### config.mk
export PLATFORM = sky130hd
export DESIGN_NAME = cpu_run_monitor
export DESIGN_NICKNAME = d
export VERILOG_FILES = /design/src/rtl/cpu_run_pkg.sv /design/src/rtl/trace_ring.sv /design/src/rtl/cpu_run_monitor.sv
export SDC_FILE = /design/constraint.sdc
export NUM_CORES = 1
export LEC_CHECK = 0
export CORE_MARGIN = 2
export CORE_UTILIZATION = 53
export CTS_BUF_LIST = sky130_fd_sc_hd__clkbuf_2 sky130_fd_sc_hd__clkbuf_4 sky130_fd_sc_hd__clkbuf_8
export CTS_CLUSTER_DIAMETER = 60
export DETAILED_ROUTE_END_ITERATION = 16
export GPL_TIMING_DRIVEN = 0
export PLACE_DENSITY = 0.78
export SYNTH_ARGS = -nofsm -noshare
export SYNTH_HDL_FRONTEND = slang
export SYNTH_HIERARCHICAL = 1
export SYNTH_SLANG_ARGS = --single-unit
### constraint.sdc
create_clock -name CLK -period 4 [get_ports CLK]
set_input_delay 0.6 -clock CLK [delete_from_list [all_inputs] [get_ports CLK]]
set_output_delay 0.6 -clock CLK [all_outputs]
set_load 0.05 [all_outputs]
### src/rtl/cpu_run_pkg.sv
// Shared definitions for the CPU run monitor: FSM state encoding and halt opcode.
// Latency: n/a (types and constants only).
// Backpressure: n/a.
package cpu_run_pkg;

  typedef enum logic [2:0] {
    ST_IDLE    = 3'd0,
    ST_HOLD    = 3'd1,
    ST_RUN     = 3'd2,
    ST_HALTED  = 3'd3,
    ST_TIMEOUT = 3'd4
  } run_state_e;

  // Opcode 6'b111111 with all other fields zero marks the end of a program.
  localparam logic [31:0] HALT_INST_DEFAULT = 32'hFC00_0000;

  // A new run may only be launched from a resting state.
  function automatic logic can_launch(input run_state_e s);
    return (s == ST_IDLE) || (s == ST_HALTED) || (s == ST_TIMEOUT);
  endfunction

endpackage

### src/rtl/trace_ring.sv
// Circular buffer of the most recent program counters, read relative to the newest entry.
// Latency: push visible on the read port the cycle after the write edge; read is combinational.
// Backpressure: none; when full the oldest entry is silently overwritten.
module trace_ring #(
  parameter int ADDR_W = 32,
  parameter int DEPTH  = 8
) (
  input  logic                       clk,
  input  logic                       rst,
  input  logic                       clr,
  input  logic                       push,
  input  logic [ADDR_W-1:0]          push_dat,
  input  logic [$clog2(DEPTH)-1:0]   rd_idx,
  output logic [ADDR_W-1:0]          rd_dat,
  output logic [$clog2(DEPTH):0]     count
);

  localparam int IDX_W = $clog2(DEPTH);

  logic [ADDR_W-1:0] mem [DEPTH];
  logic [IDX_W-1:0]  wr_ptr;
  logic [IDX_W:0]    cnt;
  logic [IDX_W-1:0]  rd_ptr;

  // Write pointer wraps naturally (DEPTH is a power of two); count saturates at DEPTH.
  always_ff @(posedge clk) begin
    if (rst || clr) begin
      wr_ptr <= '0;
      cnt    <= '0;
    end else if (push) begin
      wr_ptr <= wr_ptr + IDX_W'(1);
      if (cnt != (IDX_W+1)'(DEPTH)) begin
        cnt <= cnt + (IDX_W+1)'(1);
      end
    end
  end

  // Storage is not reset; entries beyond count are masked on the read side.
  always_ff @(posedge clk) begin
    if (push && !rst && !clr) begin
      mem[wr_ptr] <= push_dat;
    end
  end

  // Index 0 is the most recently pushed entry, counting backwards from there.
  always_comb begin
    rd_ptr = wr_ptr - IDX_W'(1) - rd_idx;
    rd_dat = '0;
    if ({1'b0, rd_idx} < cnt) begin
      rd_dat = mem[rd_ptr];
    end
  end

  assign count = cnt;

endmodule

### src/rtl/cpu_run_monitor.sv
// Launches a CPU run (reset hold, then release), counts run cycles, traces PCs, detects halt/timeout.
// Latency: cpu_reset stays high RESET_CYCLES cycles after start; halt/timeout seen one edge after the cycle.
// Backpressure: none; start is ignored while a run is holding or running.
module cpu_run_monitor
  import cpu_run_pkg::*;
#(
  parameter int                ADDR_W       = 32,
  parameter int                DATA_W       = 32,
  parameter int                RESET_CYCLES = 2,
  parameter int                MAX_CYCLES   = 1000,
  parameter int                TRACE_DEPTH  = 8,
  parameter logic [DATA_W-1:0] HALT_INST    = DATA_W'(HALT_INST_DEFAULT)
) (
  input  logic                           CLK,
  input  logic                           Reset,
  input  logic                           start,
  input  logic [ADDR_W-1:0]              currentAddress,
  input  logic [DATA_W-1:0]              inst,
  input  logic [$clog2(TRACE_DEPTH)-1:0] trace_idx,
  output logic                           cpu_reset,
  output logic [2:0]                     state,
  output logic [31:0]                    cycle_count,
  output logic                           done,
  output logic                           timeout,
  output logic [ADDR_W-1:0]              trace_pc,
  output logic [$clog2(TRACE_DEPTH):0]   trace_count
);

  run_state_e  state_q, state_d;
  logic [31:0] hold_q;
  logic [31:0] cycle_q;
  logic [31:0] cycle_inc;
  logic        launch;
  logic        run_cycle;
  logic        is_halt;
  logic        hit_limit;

  assign is_halt   = (inst == HALT_INST);
  assign cycle_inc = cycle_q + 32'd1;
  assign hit_limit = (cycle_inc == 32'(MAX_CYCLES));

  // Next-state selection and state-decoded outputs; halt wins over timeout.
  always_comb begin
    state_d   = state_q;
    launch    = 1'b0;
    run_cycle = 1'b0;
    cpu_reset = 1'b1;
    done      = 1'b0;
    timeout   = 1'b0;
    case (state_q)
      ST_IDLE, ST_HALTED, ST_TIMEOUT: begin
        done    = (state_q == ST_HALTED);
        timeout = (state_q == ST_TIMEOUT);
        if (start && can_launch(state_q)) begin
          state_d = ST_HOLD;
          launch  = 1'b1;
        end
      end
      ST_HOLD: begin
        if (hold_q == 32'(RESET_CYCLES - 1)) begin
          state_d = ST_RUN;
        end
      end
      ST_RUN: begin
        cpu_reset = 1'b0;
        run_cycle = 1'b1;
        if (is_halt) begin
          state_d = ST_HALTED;
        end else if (hit_limit) begin
          state_d = ST_TIMEOUT;
        end
      end
      default: state_d = ST_IDLE;
    endcase
  end

  // State register; Reset overrides any pending start.
  always_ff @(posedge CLK) begin
    if (Reset) begin
      state_q <= ST_IDLE;
    end else begin
      state_q <= state_d;
    end
  end

  // Hold-phase timer and run-cycle counter; both freeze outside HOLD/RUN.
  always_ff @(posedge CLK) begin
    if (Reset) begin
      hold_q  <= '0;
      cycle_q <= '0;
    end else if (launch) begin
      hold_q  <= '0;
      cycle_q <= '0;
    end else if (state_q == ST_HOLD) begin
      hold_q  <= hold_q + 32'd1;
    end else if (run_cycle) begin
      cycle_q <= cycle_inc;
    end
  end

  assign state       = state_q;
  assign cycle_count = cycle_q;

  trace_ring #(
    .ADDR_W (ADDR_W),
    .DEPTH  (TRACE_DEPTH)
  ) u_trace_ring (
    .clk      (CLK),
    .rst      (Reset),
    .clr      (launch),
    .push     (run_cycle),
    .push_dat (currentAddress),
    .rd_idx   (trace_idx),
    .rd_dat   (trace_pc),
    .count    (trace_count)
  );

endmodule

==> run summary <==
The run finished with clean final reports. The synthesized area per cell is 15.35 sq um. Once detail routing completed, the nets flagged for antenna violations numbered 0.

The violation count after the first detailed-route iteration is 780. The post-synthesis to final-layout area growth is 21.18%. The minimum clock period after layout is 3.918 ns. Yosys attributes the largest share of cell area to edfxtp_1 54%, dfxtp_1 10%, mux4_1 7.2%. Leaving out fill and tap cells, the most frequent cells in the layout are 256 x edfxtp_1, 111 x clkdlybuf4s50_1, 84 x nor2_1. The power density over cell area came out at 447.4 nW/um^2. On the worst path, the slowest cell contributes a delay of 0.48 ns.

The count of final hold-check violations is 0. The adder-cell share of the synthesized area came out at 1.016%. The combinational family with the most area after synthesis is multiplexers. The path class of the tightest hold or removal check is flop to flop. Summing the sequential cell areas from Yosys gives 64.16% of the chip area. The number of design rule violations left after detail routing came out at 0. The most critical setup path has its startpoint at trace_idx[0]. Counting along the longest clock path gives a buffer depth of 3. The net load switching power is roughly 2 mW.

The number of standard cells after synthesis is 931. Counting the buffers created by CTS gives between 50 and 60. The register-to-register path setup slack is approximately 0.66 ns.

The clock skew after layout came out at 0.02987 ns. The total instance count after detailed placement is 1,425. In the synthesized netlist the dominant register cell turns out to be edfxtp_1.

When the netlist entered floorplanning its net count stood at a little over 1,000. Entering global routing, the biggest net connects 26 pins. The power share of the clock group came out at 34.8%. The number of enable-type register cells in the synthesized netlist is 256.

The worst setup path is captured at an output port. In the routed layout, each cell is associated on average with a via count of 5.799. The starting utilization of the core area came out at 53.47%. The capturing point of the worst reg2reg path is u_trace_ring/mem[0][2]. The fmax is 255.3 MHz. The peak ir drop on the vdd network came out at 0.0003657 V.

The final routed wire length divided by cell count is 20.74 um. STA puts the critical path data arrival time at 3.32 ns. The async set-or-reset flop fraction in the synthesized netlist came out at 0%.

The share of the synthesized area in compound gates (AO/OA/AOI/OAI) came out at 3.222%. The number of antenna violations at the first check in global routing came out at 0. The horizontal extent of the die is 168.2 um. The area of the mapped netlist came out at 14,290 sq um.

The worst setup path is launched from an input port. The highest fanout seen on the critical path came out at 10. The max-slew headroom at the worst pin came out at 49.33%.

The standard-cell row count came out at 60. For the worst setup path, the data required time is 3.40 ns. The layout has between 1,500 and 2,000 filler cells. The library cell used most frequently in the layout, excluding fill and tap cells, is edfxtp_1. The first-pass GRT wire length is 48.51 mm. The synthesized-area fraction occupied by and/or/nand/nor cells is a little over a tenth.

The final net count came out at approximately 1,200. The post-route core utilization came out at between 60% and 70%. The internal portion of the total power is 5.739 mW. Cells with a size suffix above 1 make up 18.05% of the layout. The number of I/O port buffers is roughly 140. The parity-gate share of the synthesized area counting xor and xnor cells is under 10%. The ratio of final minimum period to clock period is 97.94%. The path depth of the worst reg2reg path came out at 8.

The warning count from the yosys run came out at 6. The CTS tree is done. Sequential cells burn 48.7% of the power.

The worst setup path is of the input port to output port kind. Summing all placed instances gives a cell area of 16,450 sq um. Net switching is 25.92% of the power. The register area is 9169 sq um. The clock edge transition at the registers on the reported setup and hold paths came out at 0.06 ns.

In the synthesized netlist, mux cells make up 13.63% of the area. The placeable core area is 26,730 sq um. Hold timing on the final database bottoms out at a slack of 0.5145 ns. The die is between 150 and 200 um tall. Setup repair after global routing left no endpoint under its margin.

The top cell type by total area after synthesis is edfxtp_1. The number of synthesized register bits came out at 330. The count of clock tree sinks is 330. The total wire length came out at 31.31 mm. The clock latency on the worst-skew pair is 0.60 ns. The post-route non-filler standard cell count is 1,510.

The total via count after detailed routing is 8,757. The worst register-to-register path begins at state[0]. The count of unique library cells instantiated by Yosys came out at between 60 and 70. The cell area after layout came out at approximately 17,000 sq um. The number of optimization iterations in the first detailed-route pass is 6. Walking the worst path, the cells encountered are clkdlybuf4s50_1 > inv_1 > ha_1 > fa_1 > buf_2 > buf_4 > mux4_2 > mux2i_1 > a21oi_1 > clkdlybuf4s15_2.

The fraction of power consumed by combinational cells is 16.6%. The total count of max-transition violations in the final report was 0. The total congestion overflow after global routing came out at 0.

The deepest level of the CTS H-tree is 2. The number of global-route vias before repair is 8,779. The final-report setup violation count is 0. The I/O pin total is 144. The overall die area is 28,290 sq um. The area of combinational cells with multiple inputs came out at 4798 sq um. In this run the biggest area consumer among cell types represents between 50% and 60% of the synthesized area. The buffer type at the clock tree root is clkbuf_8. At the pin with the least slew margin, the transition time is 0.7576 ns.

The max-cap check violation count came out at 0. The leakage component of the power is 5.837 nW. On the critical path, the stage with the largest delay is an instance of clkdlybuf4s50_1. The total inserted antenna cells came out at 0.

The number of hold buffers added after CTS came out at 0. The detailed placer's ending HPWL is slightly above 20 mm. The final weighted congestion in routability-driven placement is 0.8027. The total global routing track utilization came out at 22.30%.

Following the worst setup path forward leads to its endpoint at trace_pc[25].
[cells by family (layout without fill, tap and decap cells)]
family | after synthesis | after routing
DFF | 330 | 330
and+or+nand+nor | 281 | 281
muxes | 100 | 100
AOI/OAI and AO/OA | 77 | 77
xor gates and xnor gates | 71 | 71
buffers and inverters | 61 | 299
adders and majority gates | 11 | 11
[sequential cells by signal, summed over array words and instances, names as in the netlist]
signal and count:
u_trace_ring/mem 256, cycle_count 32, hold_q 32, u_trace_ring/count 4
state 3, u_trace_ring/wr_ptr 3
[cell type report]
| type | instances | area share (%) |
|---|---|---|
| flip-flops and latches | 330 | 52.94 |
| multi-input cells | 540 | 27.71 |
| repair buffers | 153 | 8.887 |
| clock buffers | 69 | 4.978 |
| well taps | 341 | 2.464 |
| plain buffers | 47 | 2.088 |
| clock inverters | 16 | 0.6286 |
| inverters | 14 | 0.3034 |
[power by group through the flow]
| stage | Combinational [mW] | Sequential [mW] | Clock [mW] |
|---|---|---|---|
| finish | 1.28 | 3.77 | 2.69 |
| CTS | 1.30 | 3.77 | 2.75 |
| global placement | 1.27 | 3.84 | 0 |
| detailed placement | 1.31 | 3.84 | 0 |
| global route | 1.37 | 3.77 | 2.89 |
| floorplan | 0.850 | 3.88 | 0 |
[per-stage QoR]
step           setup slack (ns)  total power, mW  setup TNS, ns
3_3_place_gp             -1.128            5.108        -253.36
6_report                0.08235            7.747              0
2_1_floorplan          -0.01901            4.725         -1.884
3_5_place_dp            -0.4485            5.154         -11.29
5_1_grt                0.006609            8.034              0
4_1_cts                -0.07631            7.824       -0.07876
[worst min path at each step]
stage	startpoint	to	slack, ns	cells past startpoint
finish	hold_q[9]	hold_q[9]	0.51	2
detailed placement	hold_q[9]	hold_q[9]	0.51	2
floorplan	hold_q[18]	hold_q[18]	0.47	2
global placement	hold_q[18]	hold_q[18]	0.49	2
CTS	hold_q[9]	hold_q[9]	0.52	2
global route	hold_q[9]	hold_q[9]	0.56	2
[layer usage]
layer	share of wire (%)	global-route usage, %
met1	41	28.74
met2	50	38.70
met3	6.4	3.996
met4	2.5	7.084
met5	0	0
[critical path, delay by kind of cell]
kind                       cells  cell delay (ns)
buffers and inverters          5             1.46
adders and majority gates      2             0.67
muxes                          2             0.48
AOI/OAI and AO/OA              1             0.10
[what timing repair did]
| item | CTS | global route |
|---|---|---|
| gates cloned | 0 | 0 |
| endpoints found under the setup margin | 32 | 29 |
| pin swaps | 0 | 0 |
| resized for setup | 57 | 54 |
| setup buffers | 0 | 0 |
[synthesized netlist by cell type (all sizes together), types with 3 or more instances]
cell type and count:
and4 10, nand4b 3, buf 34, clkbuf 13
nor4 20, and2 5, nand3b 4, inv 12
or3 11, nand4 31, xor2 41, nor3b 5
and3 4, nand2 43, a211oi 5, edfxtp 256
mux2i 36, nand3 24, nor3 14, a21oi 43
nand2b 5, nor4b 4, dfxtp 74, o31ai 4
mux4 64, ha 10, or2 6, xnor2 30
o21ai 13, nor2 91
(Power assumes the default switching activity.)
